===== src/rtl/cgra_cfg_pkg.sv =====
// Shared constants and types for the CGRA configuration/run controller.
package cgra_cfg_pkg;

  localparam int unsigned NUM_TILES_DEF = 4;
  localparam int unsigned CFG_AW_DEF    = 4;

  // Header byte field positions
  localparam int unsigned OP_MSB   = 7;
  localparam int unsigned OP_LSB   = 6;
  localparam int unsigned TILE_MSB = 5;
  localparam int unsigned TILE_LSB = 4;
  localparam int unsigned ADDR_MSB = 3;
  localparam int unsigned ADDR_LSB = 0;

  typedef enum logic [1:0] {
    OP_NOP   = 2'b00,
    OP_WRITE = 2'b01,
    OP_RUN   = 2'b10,
    OP_STOP  = 2'b11
  } opcode_t;

  typedef enum logic [2:0] {
    IDLE    = 3'd0,
    W_LEN   = 3'd1,
    W_DATA  = 3'd2,
    R_CNT   = 3'd3,
    RUNNING = 3'd4
  } state_t;

endpackage


===== src/rtl/cfg_run_timer.sv =====
// 8-bit loadable down-counter that owns the array run enable and done pulse.
// A load count of zero means run until cleared.
module cfg_run_timer (
  input  logic       clk,
  input  logic       reset,
  input  logic       load,
  input  logic [7:0] count,
  input  logic       clear,
  output logic       active,
  output logic       expire_pulse,
  output logic       expiring
);

  logic       active_q;
  logic [7:0] cnt_q;
  logic       pulse_q;

  // Last cycle of a finite run: the run drops at the next edge
  assign expiring     = active_q && (cnt_q == 8'd1);
  assign active       = active_q;
  assign expire_pulse = pulse_q;

  // Run enable, remaining-cycle counter and done pulse
  always_ff @(posedge clk) begin
    if (reset) begin
      active_q <= 1'b0;
      cnt_q    <= '0;
      pulse_q  <= 1'b0;
    end else begin
      pulse_q <= 1'b0;
      if (clear) begin
        active_q <= 1'b0;
        cnt_q    <= '0;
      end else if (load) begin
        active_q <= 1'b1;
        cnt_q    <= count;
      end else if (expiring) begin
        active_q <= 1'b0;
        cnt_q    <= '0;
        pulse_q  <= 1'b1;
      end else if (active_q && (cnt_q != 8'd0)) begin
        cnt_q <= cnt_q - 8'd1;
      end
    end
  end

endmodule


===== src/rtl/cgra_cfg_ctrl.sv =====
// Byte-serial command parser: turns WRITE/RUN/STOP commands into per-tile
// configuration writes and array run control.
module cgra_cfg_ctrl
  import cgra_cfg_pkg::*;
#(
  parameter int unsigned NUM_TILES = NUM_TILES_DEF,
  parameter int unsigned CFG_AW    = CFG_AW_DEF
) (
  input  logic                 clk,
  input  logic                 reset,
  input  logic                 in_valid,
  input  logic [7:0]           in_data,
  output logic                 in_ready,
  output logic [NUM_TILES-1:0] cfg_wr_en,
  output logic [CFG_AW-1:0]    cfg_addr,
  output logic [7:0]           cfg_data,
  output logic                 run,
  output logic [NUM_TILES-1:0] tile_en,
  output logic                 done,
  output logic                 busy,
  output logic                 err
);

  state_t state_q, state_d;

  logic                 in_ready_q, in_ready_d;
  logic [NUM_TILES-1:0] wr_en_q, wr_en_d;
  logic [CFG_AW-1:0]    cfg_addr_q, cfg_addr_d;
  logic [7:0]           cfg_data_q, cfg_data_d;
  logic [NUM_TILES-1:0] tile_en_q, tile_en_d;
  logic                 err_q, err_d;
  logic [1:0]           tile_q, tile_d;
  logic [CFG_AW-1:0]    addr_q, addr_d;
  logic [7:0]           len_q, len_d;
  logic [NUM_TILES-1:0] mask_q, mask_d;
  logic                 discard_q, discard_d;

  logic    tm_load, tm_clear;
  logic    run_w, done_w, expiring_w;
  logic    xfer;
  opcode_t op;

  assign xfer = in_valid && in_ready_q;
  assign op   = opcode_t'(in_data[OP_MSB:OP_LSB]);

  cfg_run_timer u_timer (
    .clk          (clk),
    .reset        (reset),
    .load         (tm_load),
    .count        (in_data),
    .clear        (tm_clear),
    .active       (run_w),
    .expire_pulse (done_w),
    .expiring     (expiring_w)
  );

  // State register
  always_ff @(posedge clk) begin
    if (reset) state_q <= IDLE;
    else       state_q <= state_d;
  end

  // Next-state decode
  always_comb begin
    state_d = state_q;
    unique case (state_q)
      IDLE: begin
        if (xfer) begin
          if (op == OP_WRITE)    state_d = W_LEN;
          else if (op == OP_RUN) state_d = R_CNT;
        end
      end
      W_LEN:   if (xfer) state_d = W_DATA;
      W_DATA:  if (xfer && (len_q == 8'd0)) state_d = IDLE;
      R_CNT:   if (xfer) state_d = (in_data == 8'd0) ? IDLE : RUNNING;
      RUNNING: if (expiring_w) state_d = IDLE;
      default: state_d = IDLE;
    endcase
  end

  // Datapath next values: header decode, length count, address increment
  always_comb begin
    in_ready_d = (state_d != RUNNING);
    wr_en_d    = '0;
    cfg_addr_d = cfg_addr_q;
    cfg_data_d = cfg_data_q;
    tile_en_d  = expiring_w ? '0 : tile_en_q;
    err_d      = err_q;
    tile_d     = tile_q;
    addr_d     = addr_q;
    len_d      = len_q;
    mask_d     = mask_q;
    discard_d  = discard_q;
    tm_load    = 1'b0;
    tm_clear   = 1'b0;
    if (xfer) begin
      unique case (state_q)
        IDLE: begin
          unique case (op)
            OP_WRITE: begin
              tile_d    = in_data[TILE_MSB:TILE_LSB];
              addr_d    = CFG_AW'(in_data[ADDR_MSB:ADDR_LSB]);
              discard_d = run_w;
              if (run_w) err_d = 1'b1;
            end
            OP_RUN: begin
              mask_d = NUM_TILES'(in_data[ADDR_MSB:ADDR_LSB]);
              if (run_w || (in_data[TILE_MSB:TILE_LSB] != 2'b00)) err_d = 1'b1;
            end
            OP_STOP: begin
              tm_clear  = 1'b1;
              tile_en_d = '0;
              if (in_data[5:0] != 6'd0) err_d = 1'b1;
            end
            default: ;
          endcase
        end
        W_LEN: len_d = in_data;
        W_DATA: begin
          if (!discard_q) begin
            wr_en_d    = NUM_TILES'(1) << tile_q;
            cfg_addr_d = addr_q;
            cfg_data_d = in_data;
          end
          addr_d = addr_q + CFG_AW'(1);
          len_d  = len_q - 8'd1;
        end
        R_CNT: begin
          tm_load   = 1'b1;
          tile_en_d = mask_q;
        end
        default: ;
      endcase
    end
  end

  // Datapath registers
  always_ff @(posedge clk) begin
    if (reset) begin
      in_ready_q <= 1'b1;
      wr_en_q    <= '0;
      cfg_addr_q <= '0;
      cfg_data_q <= '0;
      tile_en_q  <= '0;
      err_q      <= 1'b0;
      tile_q     <= '0;
      addr_q     <= '0;
      len_q      <= '0;
      mask_q     <= '0;
      discard_q  <= 1'b0;
    end else begin
      in_ready_q <= in_ready_d;
      wr_en_q    <= wr_en_d;
      cfg_addr_q <= cfg_addr_d;
      cfg_data_q <= cfg_data_d;
      tile_en_q  <= tile_en_d;
      err_q      <= err_d;
      tile_q     <= tile_d;
      addr_q     <= addr_d;
      len_q      <= len_d;
      mask_q     <= mask_d;
      discard_q  <= discard_d;
    end
  end

  assign in_ready  = in_ready_q;
  assign cfg_wr_en = wr_en_q;
  assign cfg_addr  = cfg_addr_q;
  assign cfg_data  = cfg_data_q;
  assign run       = run_w;
  assign tile_en   = tile_en_q;
  assign done      = done_w;
  assign busy      = (state_q != IDLE) || run_w;
  assign err       = err_q;

endmodule


===== config.mk =====
export PLATFORM = sky130hd
export DESIGN_NAME = cgra_cfg_ctrl
export DESIGN_NICKNAME = d
export VERILOG_FILES = /design/src/rtl/cgra_cfg_pkg.sv /design/src/rtl/cfg_run_timer.sv /design/src/rtl/cgra_cfg_ctrl.sv
export SDC_FILE = /design/constraint.sdc
export NUM_CORES = 1
export LEC_CHECK = 0
export ABC_AREA = 1
export BUFFER_PORTS_ARGS = -buffer_cell sky130_fd_sc_hd__buf_2
export CAP_MARGIN = 40
export CELL_PAD_IN_SITES_DETAIL_PLACEMENT = 1
export CELL_PAD_IN_SITES_GLOBAL_PLACEMENT = 1
export CORE_MARGIN = 5
export CORE_UTILIZATION = 40
export CTS_CLUSTER_DIAMETER = 50
export DETAILED_ROUTE_END_ITERATION = 8
export GPL_TIMING_DRIVEN = 0
export PLACE_DENSITY_LB_ADDON = 0.1
export SLEW_MARGIN = 20
export SYNTH_ARGS = -nofsm -noshare
export SYNTH_HDL_FRONTEND = slang
export SYNTH_HIERARCHICAL = 1
export SYNTH_SLANG_ARGS = --single-unit

===== constraint.sdc =====
create_clock -name clk -period 1.7 [get_ports clk]
set_input_delay 0.255 -clock clk [delete_from_list [all_inputs] [get_ports clk]]
set_output_delay 0.255 -clock clk [all_outputs]
set_load 0.005 [all_outputs]

* Word-level counts from Yosys, hierarchy flattened *
Index checks and enable logic that the tools add are counted.

word-level totals
  register bits = 54
  bits of input ports = 11
  output and inout bits = 25
  word-level logic and storage cells = 93

cells by class
  add/sub/neg operators = 3
  eq/ne operators = 13
  shift operators = 1
  muxes and demuxes = 31
  bitwise gates (word level) = 3
  reduce and logical (&&, ||, !) cells = 27

operator list
  cell                                                                     number
  3-bit 2-to-1 mux                                                         8
  8-bit 2-to-1 mux                                                         3
  8-bit logical NOT                                                        2
  4-bit 2-to-1 mux                                                         4
  4-bit case mux with 2 select lines                                       2
  8-bit case mux with 2 select lines                                       1
  8-bit by 1-bit subtractor with 8-bit output, second input constant       2
  3-bit case mux with 5 select lines                                       1
  3-bit AND reduction                                                      4
  1-bit 2-to-1 mux                                                         11
  3-bit nonzero test                                                       3
  8-bit by 1-bit == test with 1-bit output, second input constant          1
  2-bit nonzero test                                                       4
  8-bit nonzero test                                                       1
  3-bit by 2-bit == test with 1-bit output, second input constant          2
  6-bit AND reduction                                                      1
  6-bit nonzero test                                                       1
  4-bit by 1-bit adder with 4-bit output, second input constant            1
  2-bit == test, second input constant                                     2
  1-bit logical AND                                                        4
  2-bit by 1-bit inequality test with 1-bit output, second input constant  2
  2-bit inequality test, second input constant                             2
  4-bit OR reduction                                                       1
  1-bit by 2-bit left shift with 4-bit output, first input constant        1
  other kinds (11)                                                         14

* Depth between registers and ports, before layout *
Gate-level depths: netlist (run 1).

  depth in word-level cells = 6
  depth in mapped cells = 11
  mapped depth without buffers = 11

* Modules after synthesis *
The synthesis (run 1) kept the hierarchy.

by module, submodules not included
  module         times used  cells an instance  area an instance (um2)  seq. area each (um2)
  cgra_cfg_ctrl  1           292                2,170.8                 880.8
  cfg_run_timer  1           124                768.2                   200.2

* Worst setup path after synthesis (run 1) *
OpenSTA, ideal clock, no wires.

  path kind = register -> register
  start point = reg in_ready_q (netlist: in_ready)
  end point = reg u_timer.cnt_q[1]
  setup time = 0.113 ns
  arrival = 1.458 ns
  required time = 1.587 ns
  setup slack = 0.129 ns
  stages on the path, launching flop included = 7
  path through = dfxtp_1 > nand2_4 > nor3_4 > clkbuf_1 > o21ai_0 > nor2_1 > nor2_1

on the way
  word-level cells in the longest chain between the ends = 3
  elaborated cells between the ends (all ways) = 6

RTL lines
  item                                                              RTL line              source
  start: declaration                                                cgra_cfg_ctrl.sv:26   logic in_ready_q, in_ready_d;
  start signal: assignment                                          cgra_cfg_ctrl.sv:152  in_ready_q <= in_ready_d;
  1-bit logical AND (*)                                             cgra_cfg_ctrl.sv:43   assign xfer = in_valid && in_ready_q;
  1-bit 2-to-1 mux (*)                                              cgra_cfg_ctrl.sv:96   if (xfer) begin
  net tm_load                                                       cgra_cfg_ctrl.sv:38   logic tm_load, tm_clear;
  3-bit nonzero test (no line) or 8-bit 2-to-1 mux (tied branches)  n/a
  end signal: assignment                                            cfg_run_timer.sv:36   cnt_q <= count;
  end signal: assignment                                            cfg_run_timer.sv:42   cnt_q <= cnt_q - 8'd1;
  end: declaration                                                  cfg_run_timer.sv:15   logic [7:0] cnt_q;

The timed path passes the listed nets; every way through them passes the cells marked *.
A chain may end at the register's enable or synchronous reset.

* Final worst setup path (run 1) *
  start point = reg state_q[0]
  end point = out busy

on the way
  word-level cells in the longest chain between the ends = 2

RTL lines
  item                      RTL line              source
  start: declaration        cgra_cfg_ctrl.sv:24   state_t state_q, state_d;
  start signal: assignment  cgra_cfg_ctrl.sv:60   else state_q <= state_d;
  3-bit nonzero test        cgra_cfg_ctrl.sv:173  assign busy = (state_q != IDLE) || run_w;
  1-bit logical OR          cgra_cfg_ctrl.sv:173
  end: declaration          cgra_cfg_ctrl.sv:20   output logic busy,

Every way passes these cells.

==> results of run 1 <==
## synthesized netlist by cell type (2+ instances only)
master,instances
dfxtp_1,54
o21ai_1,14
a21oi_1,28
nor2_1,60
nand2_1,79
o21ai_2,4
inv_1,52
nor2_2,5
buf_4,2
nand3_1,19
inv_2,6
buf_2,4
o21ai_0,32
a21oi_2,7
nor2_4,6
nor3_1,3
nor2_8,3
nand2_4,5
nand4_1,4
nand2_2,9
ha_1,6
## repair_timing
item,4_1_cts,5_1_grt
buffers inserted,2,0
hold buffers,0,0
endpoints found under the setup margin,9,0
resized for setup,2,0
## worst paths after layout
path	start	to	slack [ns]	cells past startpoint
worst min-delay path	in_data[0]	cfg_data[0]$_SDFFE_PP0P_	0.25	3
worst max register to register	u_timer/cnt_q[1]$_SDFFE_PP0P_	u_timer/cnt_q[7]$_SDFFE_PP0P_	0.18	11
worst max-delay path	state_q[0]$_SDFF_PP0_	busy	0.16	5
worst min register to register	tile_q[0]$_SDFFE_PP0P_	cfg_wr_en[2]$_SDFF_PP0_	0.45	1
## flip-flops by register name, summed over array words and instances, names as in the netlist, 2 cells and up
signal         count
len_q              8
tile_q             2
addr_q             4
tile_en            4
state_q            3
mask_q             4
cfg_data           8
cfg_wr_en          4
cfg_addr           4
u_timer/cnt_q      8
## metrics by stage
stage          setup TNS (ns)  hold WS [ns]  total power [uW]
2_1_floorplan               0         0.403              1710
3_3_place_gp           -0.604         0.427              1850
3_5_place_dp            -1.03         0.435              1860
4_1_cts                     0         0.242              2570
5_1_grt                     0         0.248              2680
6_report                    0         0.250              2540
## worst register-to-register path, cell delays in order (launching register included)
cell,delay (ns)
dfxtp_1,0.33
inv_1,0.10
ha_1,0.16
nand2_1,0.07
inv_1,0.08
nand2_2,0.06
nor2_4,0.21
nor2_8,0.08
nand2_4,0.11
nand2_1,0.08
nor2_1,0.11
nor2_1,0.04
## area by class of cell
type | instances | area share [%]
timing repair buffer | 37 | 5.70
tap | 99 | 3.71
inverter | 60 | 6.86
clock inverter | 2 | 0.300
buffer | 9 | 1.99
sequential | 54 | 32.4
multi-input combinational | 293 | 47.0
clock buffer | 5 | 2.06
## layout by cell type (no fill, tap or decap), drive strengths merged
cell,Yosys,routed
o211a,1,1
o21ai,50,50
ha,6,6
o211ai,1,1
clkinv,1,3
o21bai,1,1
a21oi,35,35
nor3,4,4
nand2,93,93
dfxtp,54,54
nand4,4,4
nor2,74,74
nor3b,1,1
xor2,1,1
nand3b,1,1
nand3,20,20
inv,59,59
a31oi,1,1
buf,8,45
clkbuf,1,6
## cell families after synthesis
| kind of cell | after synthesis | share of synthesized area [%] |
|---|---|---|
| buf+inv | 69 | 10.0 |
| compound gates | 89 | 16.9 |
| xor+xnor | 1 | 0.298 |
| fa+ha+maj | 6 | 2.55 |
| flops | 54 | 36.8 |
| simple gates | 197 | 33.4 |
## metal layers
layer  wire, um  global-route usage (%)  part of all wire (%)  vias up
met5          0                       0                     0        -
met4         84                    4.62                   1.0        0
met3        181                    2.97                   2.2        6
met2       4260                    34.9                    52       26
met1       3640                    24.0                    45     1319
li1           -                       -                     -     1401
## where the power goes
part           switching (uW)  leakage (uW)  internal (uW)
sequential               46.5      0.000438           1320
clock                     431     0.0000438            278
combinational             303       0.00111            160
==> impl_metrics.ini, run 1 <==
[sta]
fin_ws_ns = 0.161
finalHoldViolations = 0
fin_crit_ns = 1.54
slew_headroom_pct = 75.7
fmax_ghz = 0.650
finalSetupViolations = 0
timing.final.crit_share_pct = 90.5
slew_viol_final = 0
tightest_slew_ns = 0.364
rsz0062_at_grt = false
fin_skew_ns = 0.00590

[logic_synthesis]
synth-seq-area-share_pct = 36.8
synth_ff_type = dfxtp_1
synth_area_leaders = dfxtp_1 (37%), nand2_1 (10%), nor2_1 (7.7%)
syn_inst = 416
yosysUniqueCellTypes = 35
syn_area_sq_um = 2940
netlist.area_leader.share_pct = 36.8
synth_edf_count = 0
synth_top_area_cell = dfxtp_1
synthArstFlopShare_pct = 0
ys_seq_elements = 54
yosysWarnings = 6
postSynthNetCount = 433
avgSynthCellArea_sq_um = 7.07

[die]
start_util_pct = 40.7
die_y_um = 95.7
rows = 31
die_w_um = 95.7
pin_count = 36
coreArea_sq_um = 7210
dieArea_sq_um = 9160

[placement]
post_dp_cell_area_sq_um = 3240
dp_slack_ns = -0.174
placed_cells = 550
dp_hpwl_um = 6470
io_buffers = 35
gp_congestion = 0.863

[cts]
clk_latency_ns = 0.31
clock_sinks = 54
numCtsBuffers = 5
htreeDepth = 2
clkTransAtPathRegs_ns = 0.10
cts_tree = yes
clk_path_buf_depth = 2
ctsRootBufferMaster = clkbuf_8

[global_route]
grt_usage_pct = 19.3
grt.overflow.total = 0
antenna_found_initial = 0
grt_max_degree = 16
grt_pass1_wl_um = 13800
grt_pass1_vias = 2843

[setup_path]
critPathArrivalTime_ns = 1.28
required_ns = 1.44
critPathBufInv = 2
critPathKind = register to output port
path_cells = nor2_4 > nand2_2 > inv_2 > nand2_1 > buf_2
cp-end-kind = output port
critPathTopFamily = flip-flops
cp_slowest_cell = dfxtp_1
worstSetupStartpointType = register
cpPeakStageDelay_ns = 0.39
cp_max_fo = 4

[final_layout]
final_cells = 559
multi_input_area_sq_um = 1570
area_delta_synth_final_pct = 13.5
drive_gt1_share_pct = 22.6
final_core_util_pct = 46.2
antennaDiodeCount = 0
fillers = 977
final_nets = 477
finalInstanceArea_sq_um = 3340
seq_area_sq_um = 1080

[power_and_ir_drop]
p_leak_uw = 0.00159
power.density_nw_per_um2 = 761
vdd_ir_drop_max_v = 0.000284

[detailed_routing]
drtPass1Iterations = 4
drt_iter0_drc = 95
wl_um = 8160
via_per_inst = 4.92
vias = 2752
final_antenna_net_count = 0
drc = 0
wl_per_cell_um = 14.6

[worst_hold_path]
hold_class = primary input to register

[flow_run]
maxCapViolCount = 0

[run_status]
status = finished clean
Power figures use the tool's default switching activity.
==> inputs of run 2 (changes only) <==
GPL_TIMING_DRIVEN = default   (was 0)
==> run 2 against run 1 <==
Clock-buffer cell count up 1. Hold slack lost 0.0024 ns. Total power is 2.4% higher. First-iteration DRC count increased by 12%. Sequential share of layout area increased by 0.12 points. Via count down 0.91%. Die area unchanged. Combinational power down 3%. Wire length down 2.9%. Global-route usage fell by 0.30 points. Core utilization decreased by 0.17 points. Largest power group unchanged.
==> impl_metrics.ini, run 2 (synthesis results as in run 1) <==
[setup_path]
critPathTopFamily = simple AND/OR/NAND/NOR gates
critPathBufInv = 1
cp_max_fo = 8
cpMostUsedCell = nor2_1
required_ns = 1.92
cpPeakStageDelay_ns = 0.45
path_cells = nand2_2 > nor3_4 > buf_4 > nor2_8 > nand2_4 > nand2_1 > nor2_1 > nor2_1
cp_slowest_cell = dfxtp_1
cp-end-kind = register
worstSetupStartpointType = register
critPathKind = register to register
critPathArrivalTime_ns = 1.73

[detailed_routing]
wl_per_cell_um = 14.3
vias = 2727
drtPass1Iterations = 4
via_per_inst = 4.93
wl_um = 7920
final_antenna_net_count = 0
drt_iter0_drc = 106
drc = 0

[final_layout]
multi_input_area_sq_um = 1570
seq_area_sq_um = 1080
antennaDiodeCount = 0
final_nets = 470
layout_common_cells = nand2_1 (79), nor2_1 (59), dfxtp_1 (54)
final_core_util_pct = 46.1
layout_commonest_cell = nand2_1
fillers = 973
area_delta_synth_final_pct = 13.1
drive_gt1_share_pct = 21.6

[power_and_ir_drop]
p_leak_uw = 0.00157
power.density_nw_per_um2 = 782
design_power_total_uw = 2600
vdd_ir_drop_max_v = 0.000318

[run_status]
status = finished clean

[global_route]
grt_pass1_wl_um = 13700
antenna_found_initial = 0
grt.overflow.total = 0
grt_pass1_vias = 2838
grt_max_degree = 30
grt_usage_pct = 19.0

[cts]
ctsRootBufferMaster = clkbuf_8
numCtsBuffers = 5
clock_sinks = 54
cts_tree = yes
clk_latency_ns = 0.31
htreeDepth = 2
clkTransAtPathRegs_ns = 0.11
clk_path_buf_depth = 2
postCtsSetupBuffers = 0

[placement]
dp_hpwl_um = 6240
gp_congestion = 0.871
io_buffers = 35

[sta]
fin_crit_ns = 1.50
slew_headroom_pct = 73.3
finalHoldViolations = 0
rsz0062_at_grt = false
finalSetupViolations = 0
fmax_ghz = 0.665
fin_skew_ns = 0.0134
slew_viol_final = 0
timing.final.crit_share_pct = 88.5
tightest_slew_ns = 0.400
hold_ws_ns = 0.248

[die]
die_y_um = 95.7
rows = 31
die_w_um = 95.7
pin_count = 36
coreArea_sq_um = 7210
dieArea_sq_um = 9160
start_util_pct = 40.7

[worst_hold_path]
hold_class = primary input to register

[flow_run]
maxCapViolCount = 0
## run 2: cell types whose count changed in the layout (fill, tap and decap cells not counted), sizes merged
cell	before	now
buf	45	39
## run 2: worst reg2reg max path: stages, from the launching register on
cell,delay [ns]
dfxtp_1,0.45
nand2_2,0.12
nor3_4,0.27
buf_4,0.21
nor2_8,0.06
nand2_4,0.11
nand2_1,0.06
nor2_1,0.10
nor2_1,0.04
## run 2: final timing paths
check | startpoint | to | slack (ns) | depth (start not counted)
hold / removal | in_data[2] | cfg_data[2]$_SDFFE_PP0P_ | 0.25 | 3
hold reg to reg | err$_SDFFE_PP0P_ | err$_SDFFE_PP0P_ | 0.45 | 2
setup / recovery | state_q[0]$_SDFF_PP0_ | u_timer/cnt_q[7]$_SDFFE_PP0P_ | 0.20 | 8
setup reg to reg | state_q[0]$_SDFF_PP0_ | u_timer/cnt_q[7]$_SDFFE_PP0P_ | 0.20 | 8
## run 2: power by group
part	internal, uW	switching, uW
Sequential	1320	46.0
Combinational	152	296
Clock	337	449
## run 2: final cells by class
cell class | count | share of cell area, %
Timing Repair Buffer | 39 | 6.55
Inverter | 60 | 6.89
Clock inverter | 2 | 0.527
Clock buffer | 6 | 2.48
Sequential cell | 54 | 32.5
Multi-Input combinational cell | 293 | 47.3
Tap cell | 99 | 3.73
## run 2: repair_timing
item | in CTS | in global routing
endpoints found under the setup margin | 1 | 1
endpoints found under the hold margin | 0 | 0
pin swaps | 0 | 0
hold buffers | 0 | 0
gates resized for setup | 1 | 1
## run 2: metrics by stage
stage | instance area (sq um) | setup slack [ns] | std cells | TNS [ns]
final | 3320 | 0.196 | 553 | 0
after global routing | 3320 | 0.0387 | 553 | 0
after CTS | 3320 | 0.143 | 553 | 0
after detailed placement | 3220 | -0.0407 | 545 | -0.0407
after global placement | 3220 | 0.0615 | 545 | 0
after floorplan | 2940 | 0.129 | 416 | 0
## run 2: metal layers
layer	GRT usage, %	vias up	part of all wire (%)
met3	2.81	11	2.1
met2	34.8	29	52
met1	23.8	1287	45
met4	3.20	0	1.0
met5	0	-	0
li1	-	1400	-
